**src/rtl/mem_arbiter_if.sv**
```systemverilog
// Bundle of fetch, data and shared-memory handshake signals around mem_arbiter.
// slave = arbiter side, master = requesters plus memory model.
interface mem_arbiter_if;
    logic        i_req;
    logic [31:0] i_addr;
    logic        i_ack;
    logic [31:0] i_rdata;
    logic        d_req;
    logic        d_we;
    logic [31:0] d_addr;
    logic [31:0] d_wdata;
    logic        d_ack;
    logic [31:0] d_rdata;
    logic        m_valid;
    logic        m_we;
    logic [31:0] m_addr;
    logic [31:0] m_wdata;
    logic        m_ready;
    logic [31:0] m_rdata;
    logic        stall;
    logic        timeout_err;

    modport slave (
        input  i_req, i_addr, d_req, d_we, d_addr, d_wdata, m_ready, m_rdata,
        output i_ack, i_rdata, d_ack, d_rdata, m_valid, m_we, m_addr, m_wdata,
               stall, timeout_err
    );

    modport master (
        output i_req, i_addr, d_req, d_we, d_addr, d_wdata, m_ready, m_rdata,
        input  i_ack, i_rdata, d_ack, d_rdata, m_valid, m_we, m_addr, m_wdata,
               stall, timeout_err
    );
endinterface

```
**src/rtl/mem_arbiter.sv**
```systemverilog
// Fetch/data arbiter onto one memory port: grant one edge after req, ack combinational on m_ready,
// abort after MAX_WAIT stalled cycles; `MEM_ARB_RR_EN selects alternating priority instead of data-first.
module mem_arbiter #(
    parameter int unsigned MAX_WAIT = 15
) (
    input logic          clk,
    input logic          reset,
    mem_arbiter_if.slave bus
);
    typedef enum logic [1:0] {IDLE, BUSY_I, BUSY_D} state_t;

    localparam logic [7:0] WAIT_LIMIT = 8'(MAX_WAIT);

    state_t      state;
    logic [7:0]  wait_cnt;
    logic        m_valid_q;
    logic        cmd_we;
    logic [31:0] cmd_addr;
    logic [31:0] cmd_wdata;
    logic        err_q;
    logic        busy;
    logic        abort;
    logic        fin;
    logic        grant_d;

`ifdef MEM_ARB_RR_EN
    logic last_d;
    // On conflict the side that did not win last time goes first.
    assign grant_d = bus.d_req & ~(bus.i_req & last_d);
`else
    assign grant_d = bus.d_req;
`endif

    assign busy  = (state != IDLE);
    // A ready memory on the limit cycle counts as a normal completion.
    assign abort = busy & ~bus.m_ready & (wait_cnt == WAIT_LIMIT);
    assign fin   = busy & (bus.m_ready | abort);

    assign bus.i_ack   = fin & (state == BUSY_I);
    assign bus.d_ack   = fin & (state == BUSY_D);
    assign bus.i_rdata = ((state == BUSY_I) && bus.m_ready) ? bus.m_rdata : 32'd0;
    assign bus.d_rdata = ((state == BUSY_D) && bus.m_ready) ? bus.m_rdata : 32'd0;

    assign bus.m_valid     = m_valid_q;
    assign bus.m_we        = cmd_we;
    assign bus.m_addr      = cmd_addr;
    assign bus.m_wdata     = cmd_wdata;
    assign bus.timeout_err = err_q;
    assign bus.stall       = (bus.i_req & ~bus.i_ack) | (bus.d_req & ~bus.d_ack);

    always_ff @(posedge clk or negedge reset) begin
        if (!reset) begin
            state     <= IDLE;
            wait_cnt  <= 8'd0;
            m_valid_q <= 1'b0;
            cmd_we    <= 1'b0;
            cmd_addr  <= 32'd0;
            cmd_wdata <= 32'd0;
            err_q     <= 1'b0;
`ifdef MEM_ARB_RR_EN
            last_d    <= 1'b0;
`endif
        end else begin
            case (state)
                IDLE: begin
                    if (bus.d_req | bus.i_req) begin
                        state     <= grant_d ? BUSY_D : BUSY_I;
                        m_valid_q <= 1'b1;
                        wait_cnt  <= 8'd0;
                        cmd_we    <= grant_d & bus.d_we;
                        cmd_addr  <= grant_d ? bus.d_addr : bus.i_addr;
                        cmd_wdata <= grant_d ? bus.d_wdata : 32'd0;
`ifdef MEM_ARB_RR_EN
                        last_d    <= grant_d;
`endif
                    end
                end
                default: begin
                    if (fin) begin
                        state     <= IDLE;
                        m_valid_q <= 1'b0;
                        if (abort) begin
                            err_q <= 1'b1;
                        end
                    end else begin
                        wait_cnt <= wait_cnt + 8'd1;
                    end
                end
            endcase
        end
    end
endmodule

```
**src/flat_wrapper.sv**
```systemverilog
// flat-port wrapper written by rule: the top's interface ports become plain ports
module mem_arbiter_flat 
#(
    parameter int unsigned MAX_WAIT = 15
)
  (clk, reset, bus_i_req, bus_i_addr, bus_d_req, bus_d_we, bus_d_addr, bus_d_wdata, bus_m_ready, bus_m_rdata, bus_i_ack, bus_i_rdata, bus_d_ack, bus_d_rdata, bus_m_valid, bus_m_we, bus_m_addr, bus_m_wdata, bus_stall, bus_timeout_err);
  mem_arbiter_if bus_i ();
  input logic clk;
  input logic reset;
  input wire logic [$bits(bus_i.i_req)-1:0] bus_i_req;
  input wire logic [$bits(bus_i.i_addr)-1:0] bus_i_addr;
  input wire logic [$bits(bus_i.d_req)-1:0] bus_d_req;
  input wire logic [$bits(bus_i.d_we)-1:0] bus_d_we;
  input wire logic [$bits(bus_i.d_addr)-1:0] bus_d_addr;
  input wire logic [$bits(bus_i.d_wdata)-1:0] bus_d_wdata;
  input wire logic [$bits(bus_i.m_ready)-1:0] bus_m_ready;
  input wire logic [$bits(bus_i.m_rdata)-1:0] bus_m_rdata;
  output wire logic [$bits(bus_i.i_ack)-1:0] bus_i_ack;
  output wire logic [$bits(bus_i.i_rdata)-1:0] bus_i_rdata;
  output wire logic [$bits(bus_i.d_ack)-1:0] bus_d_ack;
  output wire logic [$bits(bus_i.d_rdata)-1:0] bus_d_rdata;
  output wire logic [$bits(bus_i.m_valid)-1:0] bus_m_valid;
  output wire logic [$bits(bus_i.m_we)-1:0] bus_m_we;
  output wire logic [$bits(bus_i.m_addr)-1:0] bus_m_addr;
  output wire logic [$bits(bus_i.m_wdata)-1:0] bus_m_wdata;
  output wire logic [$bits(bus_i.stall)-1:0] bus_stall;
  output wire logic [$bits(bus_i.timeout_err)-1:0] bus_timeout_err;
  assign bus_i.i_req = bus_i_req;
  assign bus_i.i_addr = bus_i_addr;
  assign bus_i.d_req = bus_d_req;
  assign bus_i.d_we = bus_d_we;
  assign bus_i.d_addr = bus_d_addr;
  assign bus_i.d_wdata = bus_d_wdata;
  assign bus_i.m_ready = bus_m_ready;
  assign bus_i.m_rdata = bus_m_rdata;
  assign bus_i_ack = bus_i.i_ack;
  assign bus_i_rdata = bus_i.i_rdata;
  assign bus_d_ack = bus_i.d_ack;
  assign bus_d_rdata = bus_i.d_rdata;
  assign bus_m_valid = bus_i.m_valid;
  assign bus_m_we = bus_i.m_we;
  assign bus_m_addr = bus_i.m_addr;
  assign bus_m_wdata = bus_i.m_wdata;
  assign bus_stall = bus_i.stall;
  assign bus_timeout_err = bus_i.timeout_err;
  mem_arbiter #(.MAX_WAIT(MAX_WAIT)) u_core (.clk(clk), .reset(reset), .bus(bus_i));
endmodule
```
**config.mk**
```make
export PLATFORM = sky130hd
export DESIGN_NAME = mem_arbiter_flat
export DESIGN_NICKNAME = d
export VERILOG_FILES = /design/src/rtl/mem_arbiter_if.sv /design/src/rtl/mem_arbiter.sv /design/src/flat_wrapper.sv
export SDC_FILE = /design/constraint.sdc
export NUM_CORES = 1
export LEC_CHECK = 0
export CAP_MARGIN = 10
export CORE_MARGIN = 10
export CORE_UTILIZATION = 35
export DETAILED_ROUTE_END_ITERATION = 8
export PLACE_DENSITY = 0.9
export SYNTH_ARGS = -nofsm -noshare
export SYNTH_HDL_FRONTEND = slang
export SYNTH_SLANG_ARGS = --single-unit
```
**constraint.sdc**
```tcl
create_clock -name clk -period 2.75 [get_ports clk]
set_clock_uncertainty 0.1 [all_clocks]
set_input_delay 0.825 -clock clk [delete_from_list [all_inputs] [get_ports clk]]
set_output_delay 0.825 -clock clk [all_outputs]
set_load 0.03 [all_outputs]
```
# Word level (Yosys, flattened, before mapping)
# Cells that the tools add are included.
# word_totals
regBits	77
output_inout_bits	134
elab_cells	51
# classes
add_sub_neg	1
n_eq_ne	5
muxes	14
bitwise	15
n_reduce_logical	9
# op_table
cell	count
$mux 32	4
$mux 8	3
$add 8x1->8 const B	1
$and 1x1->1	8
$eq 8x4->1 const B	1
$mux 2	4
$reduce_and 2->1	3
$not 1->1	4
$reduce_bool 2->1	2
$mux 1	3
$or 1x1->1	3
$reduce_and 3->1	1
$eq 2x1->1 const B	1
$eq 2x2->1 const B	1
$logic_and 1x1->1	2
$logic_not 2->1	1
$ne 2x1->1 const B	1
$ne 2x2->1 const B	1

# Longest topological paths before layout
# Gate-level depths: netlist of run 1.
# logic_depth
ltp_word	9
mapped_depth	6

# Worst setup path after synthesis of run 1
# Ideal clock, no wire load.
# synth_path
path_type	input to output
startpoint	in bus_d_req
endpoint	out bus_stall
arrival_time_ns	1.817
slack_ns	0.008
path_stages	3
path_cell_list	buf_2 clkbuf_1 o21a_1
# synth_between
elab_chain_len	2
# synth_rtl
item	line_no	source
start, declared	flat_wrapper.sv:12	input wire logic [$bits(bus_i.d_req)-1:0] bus_d_req;
$and 1x1->1	mem_arbiter.sv:49	assign bus.stall = (bus.i_req & ~bus.i_ack) | (bus.d_req & ~bus.d_ack);
$or 1x1->1	mem_arbiter.sv:49	
end, declared	flat_wrapper.sv:26	output wire logic [$bits(bus_i.stall)-1:0] bus_stall;
# No other way between the ends.

# Worst setup path after layout of run 1
# layout_path
startpoint	reg u_core.wait_cnt[4]
endpoint	out bus_i_ack
# layout_between
elab_chain_len	5
# layout_rtl
item	line_no	source
start, declared	mem_arbiter.sv:15	logic [7:0] wait_cnt;
start signal, assigned	mem_arbiter.sv:86	wait_cnt <= wait_cnt + 8'd1;
$eq 8x4->1	mem_arbiter.sv:36	assign abort = busy & ~bus.m_ready & (wait_cnt == WAIT_LIMIT);
$and 1x1->1	mem_arbiter.sv:36	
$or 1x1->1	mem_arbiter.sv:37	assign fin = busy & (bus.m_ready | abort);
$and 1x1->1	mem_arbiter.sv:37	
$and 1x1->1	mem_arbiter.sv:39	assign bus.i_ack = fin & (state == BUSY_I);
end, declared	flat_wrapper.sv:18	output wire logic [$bits(bus_i.i_ack)-1:0] bus_i_ack;
# No other way between the ends.

==> summary.md, run 1 <==
| Metric | Value |
|---|---|
| Storage element area | `1930 sq um` |
| Detailed Place HPWL | `11.6 mm` |
| Residual DRC | `0` |
| Hold WS | `0.348 ns` |
| Vias per std cell | `4.89` |
| WS Path Type | `register to output pin` |
| Post-synth top cells | `77 x dfrtp_1, 65 x and2_1, 37 x nand2_1, 33 x a22o_1, 32 x mux2i_1` |
| Most numerous cell in the Yosys netlist | `dfrtp_1` |
| Launching point of the worst reg2reg path | `u_core.wait_cnt[4]$_DFFE_PN0P_` |
| Tmin final | `2.74 ns` |
| Final period utilization | `99.8%` |
| P&R area growth vs syn | `87.4%` |
| Yosys Warn Count | `0` |
| GR Util All Layers | `19.1%` |
| Synth Net Count | `490` |
| Full die area | `15000 sq um` |
| Crit Path Max Fanout | `3` |
| Max clock buf depth | `2` |
| H-tree depth | `3` |
| Worst-Margin Slew | `0.579 ns` |
| Hold Fails Final Rpt | `0` |
| Synthesis-stage register bit count | `77` |
| R2R Setup Slk | `0.84 ns` |
| Critical path startpoint category | `register` |
| Top-area cell type share of the netlist area | `52.3%` |
| RSZ-0062 raised after global routing | `yes` |
| IO Count | `268` |
| Crit path capture | `bus_i_ack` |
| First-pass GRT wire length | `22.5 mm` |
| Cell total after placement | `743` |
| Port Buffers | `267` |
| Max-slew violation count | `0` |
| Synth async-reset ratio | `100%` |
| Grt ovf | `0` |
| Initial antenna violation count | `1` |
| Routed Antenna Nets | `0` |
| Area leader, netlist | `dfrtp_1` |
| Maximum clock rate | `364 MHz` |
| Pleak | `3.15 nW` |
| Critical path endpoint category | `output pin` |
| Core area | `10300 sq um` |
| Layout cells sized above 1 | `20.1%` |
| Post-Route WL | `15.2 mm` |
| Number of global-route vias before repair | `3973` |
| # rows | `37` |
| Post-synthesis sequential area ratio | `52.3%` |
| Max_slew headroom | `61.4%` |
| Min-delay worst type | `primary input to async pin` |
| Initial DRC Count | `152` |
| Pre-Repair DR Iteration Count | `4` |
| Total number of vias | `3775` |
| Clk sinks | `77` |
| CP arrival | `1.82 ns` |
| Multi-input gate area | `1690 sq um` |
| Pin count of the biggest net entering global routing | `71` |
| FILL cells | `764` |
| Synth Area per Inst | `10.4 sq um` |
| Starting density of the core | `35.8%` |
| PD cells | `784 nW/um^2` |
| Main synth FF type | `dfrtp_1` |
| Worst Setup Slack, final | `0.00505 ns` |
| Num CTS Buffers | `9` |
| Final Cell Area | `6900 sq um` |
| Post-synth EDFFs | `0` |
| Max Cap Violations | `0` |
| ANT cells | `0` |
| WP data required | `1.83 ns` |
| Layout Nets | `766` |
| Routed wire length per instance | `19.6 microns` |
| Worst-case vdd ir drop | `0.483 mV` |
| Non-Filler Instances | `772` |
| Reg2Reg Capture Point | `u_core.state[0]$_DFFE_PN0P_` |
| Die Width | `123 microns` |
| Worst slack, placed | `-0.253 ns` |
| Final setup viols | `0` |
| Synthesized instance count | `355` |
| Area after DPL | `6410 sq um` |
| R2R cell count | `6` |
| Area contributors post-synth | `dfrtp_1 52%, and2_1 11%, mux2i_1 8.7%` |
| Gpl congestion | `0.909` |
| Area of the mapped netlist | `3680 sq um` |
| Crit path from | `u_core.wait_cnt[4]$_DFFE_PN0P_` |
| Clock slew at reported path FFs | `0.08 ns` |
| Die Height | `123 microns` |
| Skew-Pair Late Insertion Delay | `0.33 ns` |
| Clock root buffer | `clkbuf_8` |
| Post-synth cell types | `33` |
| TritonCTS clock tree | `built` |
| Outcome | `completed` |
-- state kept, by name (all words and copies together) (netlist names) --
signal,cells
u_core.bus.m_addr,32
u_core.bus.m_wdata,32
u_core.bus.m_valid,1
u_core.state,2
u_core.bus.m_we,1
u_core.wait_cnt,8
u_core.bus.timeout_err,1
-- worst min-delay path by stage --
stage	to	slack (ns)	cells past startpoint
floorplan	u_core.wait_cnt[7]$_DFFE_PN0P_	0.40	1
global placement	u_core.bus.timeout_err$_DFFE_PN0P_	0.35	1
detailed placement	u_core.bus.timeout_err$_DFFE_PN0P_	0.35	1
CTS	u_core.bus.m_wdata[8]$_DFFE_PN0P_	0.35	1
global route	u_core.bus.m_wdata[13]$_DFFE_PN0P_	0.37	1
finish	u_core.bus.m_wdata[8]$_DFFE_PN0P_	0.35	1
-- layout by cell type (no fill, tap or decap), drive strengths merged --
master           n
nand2           37
nand2b           2
a22o            33
bufbuf           1
inv              4
ha               1
nor2b            1
a2bb2oi          1
clkinv           3
o22a             5
mux2i           32
or2              1
o22ai            1
o41ai            1
o21a             1
a21bo            1
nand3            5
nor2            11
buf             92
clkinvlp         2
nor3             1
clkbuf          11
dfrtp           77
a21oi            1
a21o             3
bufinv           1
o211ai           1
o21ba            1
a32o             1
and2            65
o21ai           40
or4              1
clkdlybuf4s50  197
and3             1
-- logic make-up (layout without fill, tap and decap cells) --
family / Yosys count / after routing / share of synthesized area [%]
AO/OA/AOI/OAI: 90 / 90 / 17.4
adder cells (fa/ha/maj): 1 / 1 / 0.340
buffers and inverters: 30 / 311 / 3.30
flip-flops: 77 / 77 / 52.3
multiplexers: 32 / 32 / 8.70
AND/OR/NAND/NOR: 125 / 125 / 17.9
-- where the power goes --
| group | internal, mW | switching [mW] | total [mW] |
|---|---|---|---|
| registers | 1.52 | 0.240 | 1.76 |
| clock network | 0.418 | 0.398 | 0.816 |
| logic | 1.26 | 1.58 | 2.83 |
| total | 3.19 | 2.22 | 5.41 |
-- critical path, cell delays in order (launching register included) --
cell and delay (ns):
dfrtp_1 0.41, or4_4 0.58, nor2_4 0.13, a21oi_2 0.09
nor2_2 0.14, buf_12 0.14
-- timing repair --
| item | CTS | global route |
|---|---|---|
| pin swaps | 5 | 2 |
| cloned | 5 | 0 |
| endpoints found under the hold margin | 0 | 0 |
| endpoints found under the setup margin | 67 | 37 |
| hold buffers | 0 | 0 |
| resized for setup | 41 | 12 |
| buffers inserted | 7 | 1 |
-- stage by stage --
| step | setup TNS [ns] | power (mW) | util [%] |
|---|---|---|---|
| floorplan | 0 | 3.20 | - |
| global placement | -12.10 | 4.44 | 62.4 |
| detailed placement | -14.69 | 4.52 | 62.4 |
| CTS | -0.0181 | 5.46 | 66.8 |
| global route | -0.166 | 5.69 | 67.1 |
| finish | 0 | 5.41 | 67.1 |
-- final cells by class --
class	instances	share of cell area [%]
inverters	4	0.218
clock inverters	6	0.925
flip-flops and latches	77	27.9
clock buffers	10	1.85
well taps	136	2.47
multi-input cells	248	24.5
repair buffers	291	42.1
-- layer usage --
metal / up-vias / wire (microns) / track usage [%]
li1: 1783 / - / -
met4: 2 / 342 / 6.41
met2: 181 / 7670 / 33.7
met3: 25 / 1430 / 6.20
met5: - / 13 / 0
met1: 1784 / 5710 / 21.2
Power figures use the tool's default switching activity.
==> run 2: changes to the inputs <==
--- a/config.mk
+++ b/config.mk
@@ -5,7 +5,7 @@
 export SDC_FILE = /design/constraint.sdc
 export NUM_CORES = 1
 export LEC_CHECK = 0
-export CAP_MARGIN = 10
+export CAP_MARGIN = 20
 export CORE_MARGIN = 10
 export CORE_UTILIZATION = 35
 export DETAILED_ROUTE_END_ITERATION = 8
==> constraint.sdc (replaced) <==
create_clock -name clk -period 2.75 [get_ports clk]
set_clock_uncertainty 0.1 [all_clocks]
set_input_delay 0.825 -clock clk [delete_from_list [all_inputs] [get_ports clk]]
set_output_delay 0.825 -clock clk [all_outputs]
set_load 0.005 [all_outputs]
==> summary.md, run 2 (same netlist as run 1, synthesis figures left out) <==
| Metric | Value |
|---|---|
| Outcome | `completed (unchanged)` |
| H-tree depth | `3 (unchanged)` |
| Number of global-route vias before repair | `3996 (was 3973)` |
| Hold Fails Final Rpt | `0 (unchanged)` |
| Worst slack, placed | `-0.578 ns (was -0.253 ns)` |
| Initial DRC Count | `157 (was 152)` |
| Worst Setup Slack, final | `0.0128 ns (was 0.00505 ns)` |
| Routed wire length per instance | `19.5 microns (was 19.6 microns)` |
| Pleak | `3.36 nW (was 3.15 nW)` |
| GR Util All Layers | `19.1% (about the same)` |
| Layout Nets | `788 (was 766)` |
| IO Count | `268 (unchanged)` |
| Final period utilization | `99.5% (was 99.8%)` |
| Core area | `10300 sq um (unchanged)` |
| WP data required | `1.83 ns (about the same)` |
| Critical path buffers and inverters | `2 (was 1)` |
| Post-layout util | `69.0% (was 67.1%)` |
| Gpl congestion | `0.900 (was 0.909)` |
| Hold WS | `0.344 ns (was 0.348 ns)` |
| Critical path startpoint category | `register (unchanged)` |
| Commonest cells after routing, fill and taps aside | `197 x clkdlybuf4s50_1, 76 x dfrtp_1, 62 x and2_1, 37 x nand2_1, 37 x buf_4 (was 197 x clkdlybuf4s50_1, 77 x dfrtp_1, 59 x and2_1, 55 x buf_4, 37 x nand2_1)` |
| Area after DPL | `6600 sq um (was 6410 sq um)` |
| Die Width | `123 microns (unchanged)` |
| RSZ-0062 raised after global routing | `yes (unchanged)` |
| Max_slew headroom | `64.7% (was 61.4%)` |
| Cell total after placement | `751 (was 743)` |
| TritonCTS clock tree | `built (unchanged)` |
| Clk sinks | `77 (unchanged)` |
| First-pass GRT wire length | `22.7 mm (was 22.5 mm)` |
| Grt ovf | `0 (unchanged)` |
| Non-Filler Instances | `794 (was 772)` |
| Clock slew at reported path FFs | `0.09 ns (was 0.08 ns)` |
| Detailed Place HPWL | `11.9 mm (was 11.6 mm)` |
| Clock root buffer | `clkbuf_8 (unchanged)` |
| Max Cap Violations | `0 (unchanged)` |
| Pin count of the biggest net entering global routing | `47 (was 71)` |
| Pre-Repair DR Iteration Count | `4 (unchanged)` |
| ANT cells | `0 (unchanged)` |
| Final Cell Area | `7090 sq um (was 6900 sq um)` |
| Num CTS Buffers | `9 (unchanged)` |
| Peak per-stage delay on the critical path | `0.56 ns (was 0.58 ns)` |
| Setup TNS | `0 ns (unchanged)` |
| Port Buffers | `267 (unchanged)` |
| Hold buffer count at CTS | `0 (unchanged)` |
| Tot Pwr | `4.92 mW (was 5.41 mW)` |
| Max clock buf depth | `2 (unchanged)` |
| Tmin final | `2.74 ns (about the same)` |
| Commonest non-fill, non-tap cell in the layout | `clkdlybuf4s50_1 (unchanged)` |
| Post-Route WL | `15.5 mm (was 15.2 mm)` |
| CP arrival | `1.81 ns (was 1.82 ns)` |
| P&R area growth vs syn | `92.6% (was 87.4%)` |
| Worst-Margin Slew | `0.529 ns (was 0.579 ns)` |
| CP Cell Sequence | `or4_4 > nor2_4 > buf_6 > o21ai_2 > o21a_1 > buf_2 (was or4_4 > nor2_4 > a21oi_2 > nor2_2 > buf_12)` |
| WS Path Type | `register to output pin (unchanged)` |
| Layout cells sized above 1 | `15.2% (was 20.1%)` |
| Crit Path Max Fanout | `2 (was 3)` |
| # rows | `37 (unchanged)` |
| Final setup viols | `0 (unchanged)` |
| Die Height | `123 microns (unchanged)` |
| Residual DRC | `0 (unchanged)` |
| Routed Antenna Nets | `0 (unchanged)` |
| Full die area | `15000 sq um (unchanged)` |
| Total number of vias | `3803 (was 3775)` |
| Skew-Pair Late Insertion Delay | `0.33 ns (about the same)` |
| Initial antenna violation count | `0 (was 1)` |
| PD cells | `695 nW/um^2 (was 784 nW/um^2)` |
| Slowest CP cell | `or4_4 (unchanged)` |
| Critical path endpoint category | `output pin (unchanged)` |
| Worst-case vdd ir drop | `0.403 mV (was 0.483 mV)` |
| Starting density of the core | `35.8% (unchanged)` |
| Maximum clock rate | `365 MHz (was 364 MHz)` |
| Crit-path leading delay family | `simple AND/OR/NAND/NOR gates (unchanged)` |
| Max-slew violation count | `0 (unchanged)` |
| Vias per std cell | `4.79 (was 4.89)` |
| Min-delay worst type | `primary input to async pin (unchanged)` |
-- run 2: path summary, 6_finish.rpt --
kind,start,to,slack [ns],depth (start not counted)
min in group clk,u_core.bus.timeout_err$_DFFE_PN0P_,u_core.bus.timeout_err$_DFFE_PN0P_,0.38,1
max in group asynchronous,reset,u_core.state[0]$_DFFE_PN0P_,1.61,2
setup reg to reg,u_core.wait_cnt[5]$_DFFE_PN0P_,u_core.wait_cnt[1]$_DFFE_PN0P_,0.73,5
hold / removal,reset,u_core.bus.m_wdata[10]$_DFFE_PN0P_,0.34,1
hold reg to reg,u_core.bus.timeout_err$_DFFE_PN0P_,u_core.bus.timeout_err$_DFFE_PN0P_,0.38,1
setup / recovery,u_core.wait_cnt[5]$_DFFE_PN0P_,bus_stall,0.01,6
-- run 2: routing by layer --
metal  up-vias  global-route usage (%)  wire, microns
met3        15                    6.66           1380
met4         0                    4.05            214
met5         -                       0              0
li1       1829                       -              -
met2       175                    33.9           7860
met1      1784                    21.8           6020
-- run 2: cell type report --
type	instances	area, sq um
fillers	771	3190
repair buffers	313	3000
flip-flops and latches	77	1930
multi-input cells	248	1700
well taps	136	170
clock inverters	7	146
clock buffers	9	124
inverters	4	17.5
-- run 2: what timing repair did --
action / CTS / global route
setup endpoints to repair: 67 / 31
buffers inserted: 21 / 1
gates cloned: 5 / 0
pin swaps: 6 / 4
gates resized for setup: 143 / 22
-- run 2: power breakdown --
part	internal, mW	switching [mW]
clock network	0.701	0.426
logic	1.26	0.788
registers	1.52	0.236
==> run 3: changes to the inputs <==
--- a/config.mk
+++ b/config.mk
@@ -9,6 +9,7 @@
 export CORE_MARGIN = 10
 export CORE_UTILIZATION = 35
 export DETAILED_ROUTE_END_ITERATION = 8
+export GPL_TIMING_DRIVEN = 1
 export PLACE_DENSITY = 0.9
 export SYNTH_ARGS = -nofsm -noshare
 export SYNTH_HDL_FRONTEND = slang
==> results of run 3 <==
The final DEF is identical to that of run 2; final timing and power are the same.
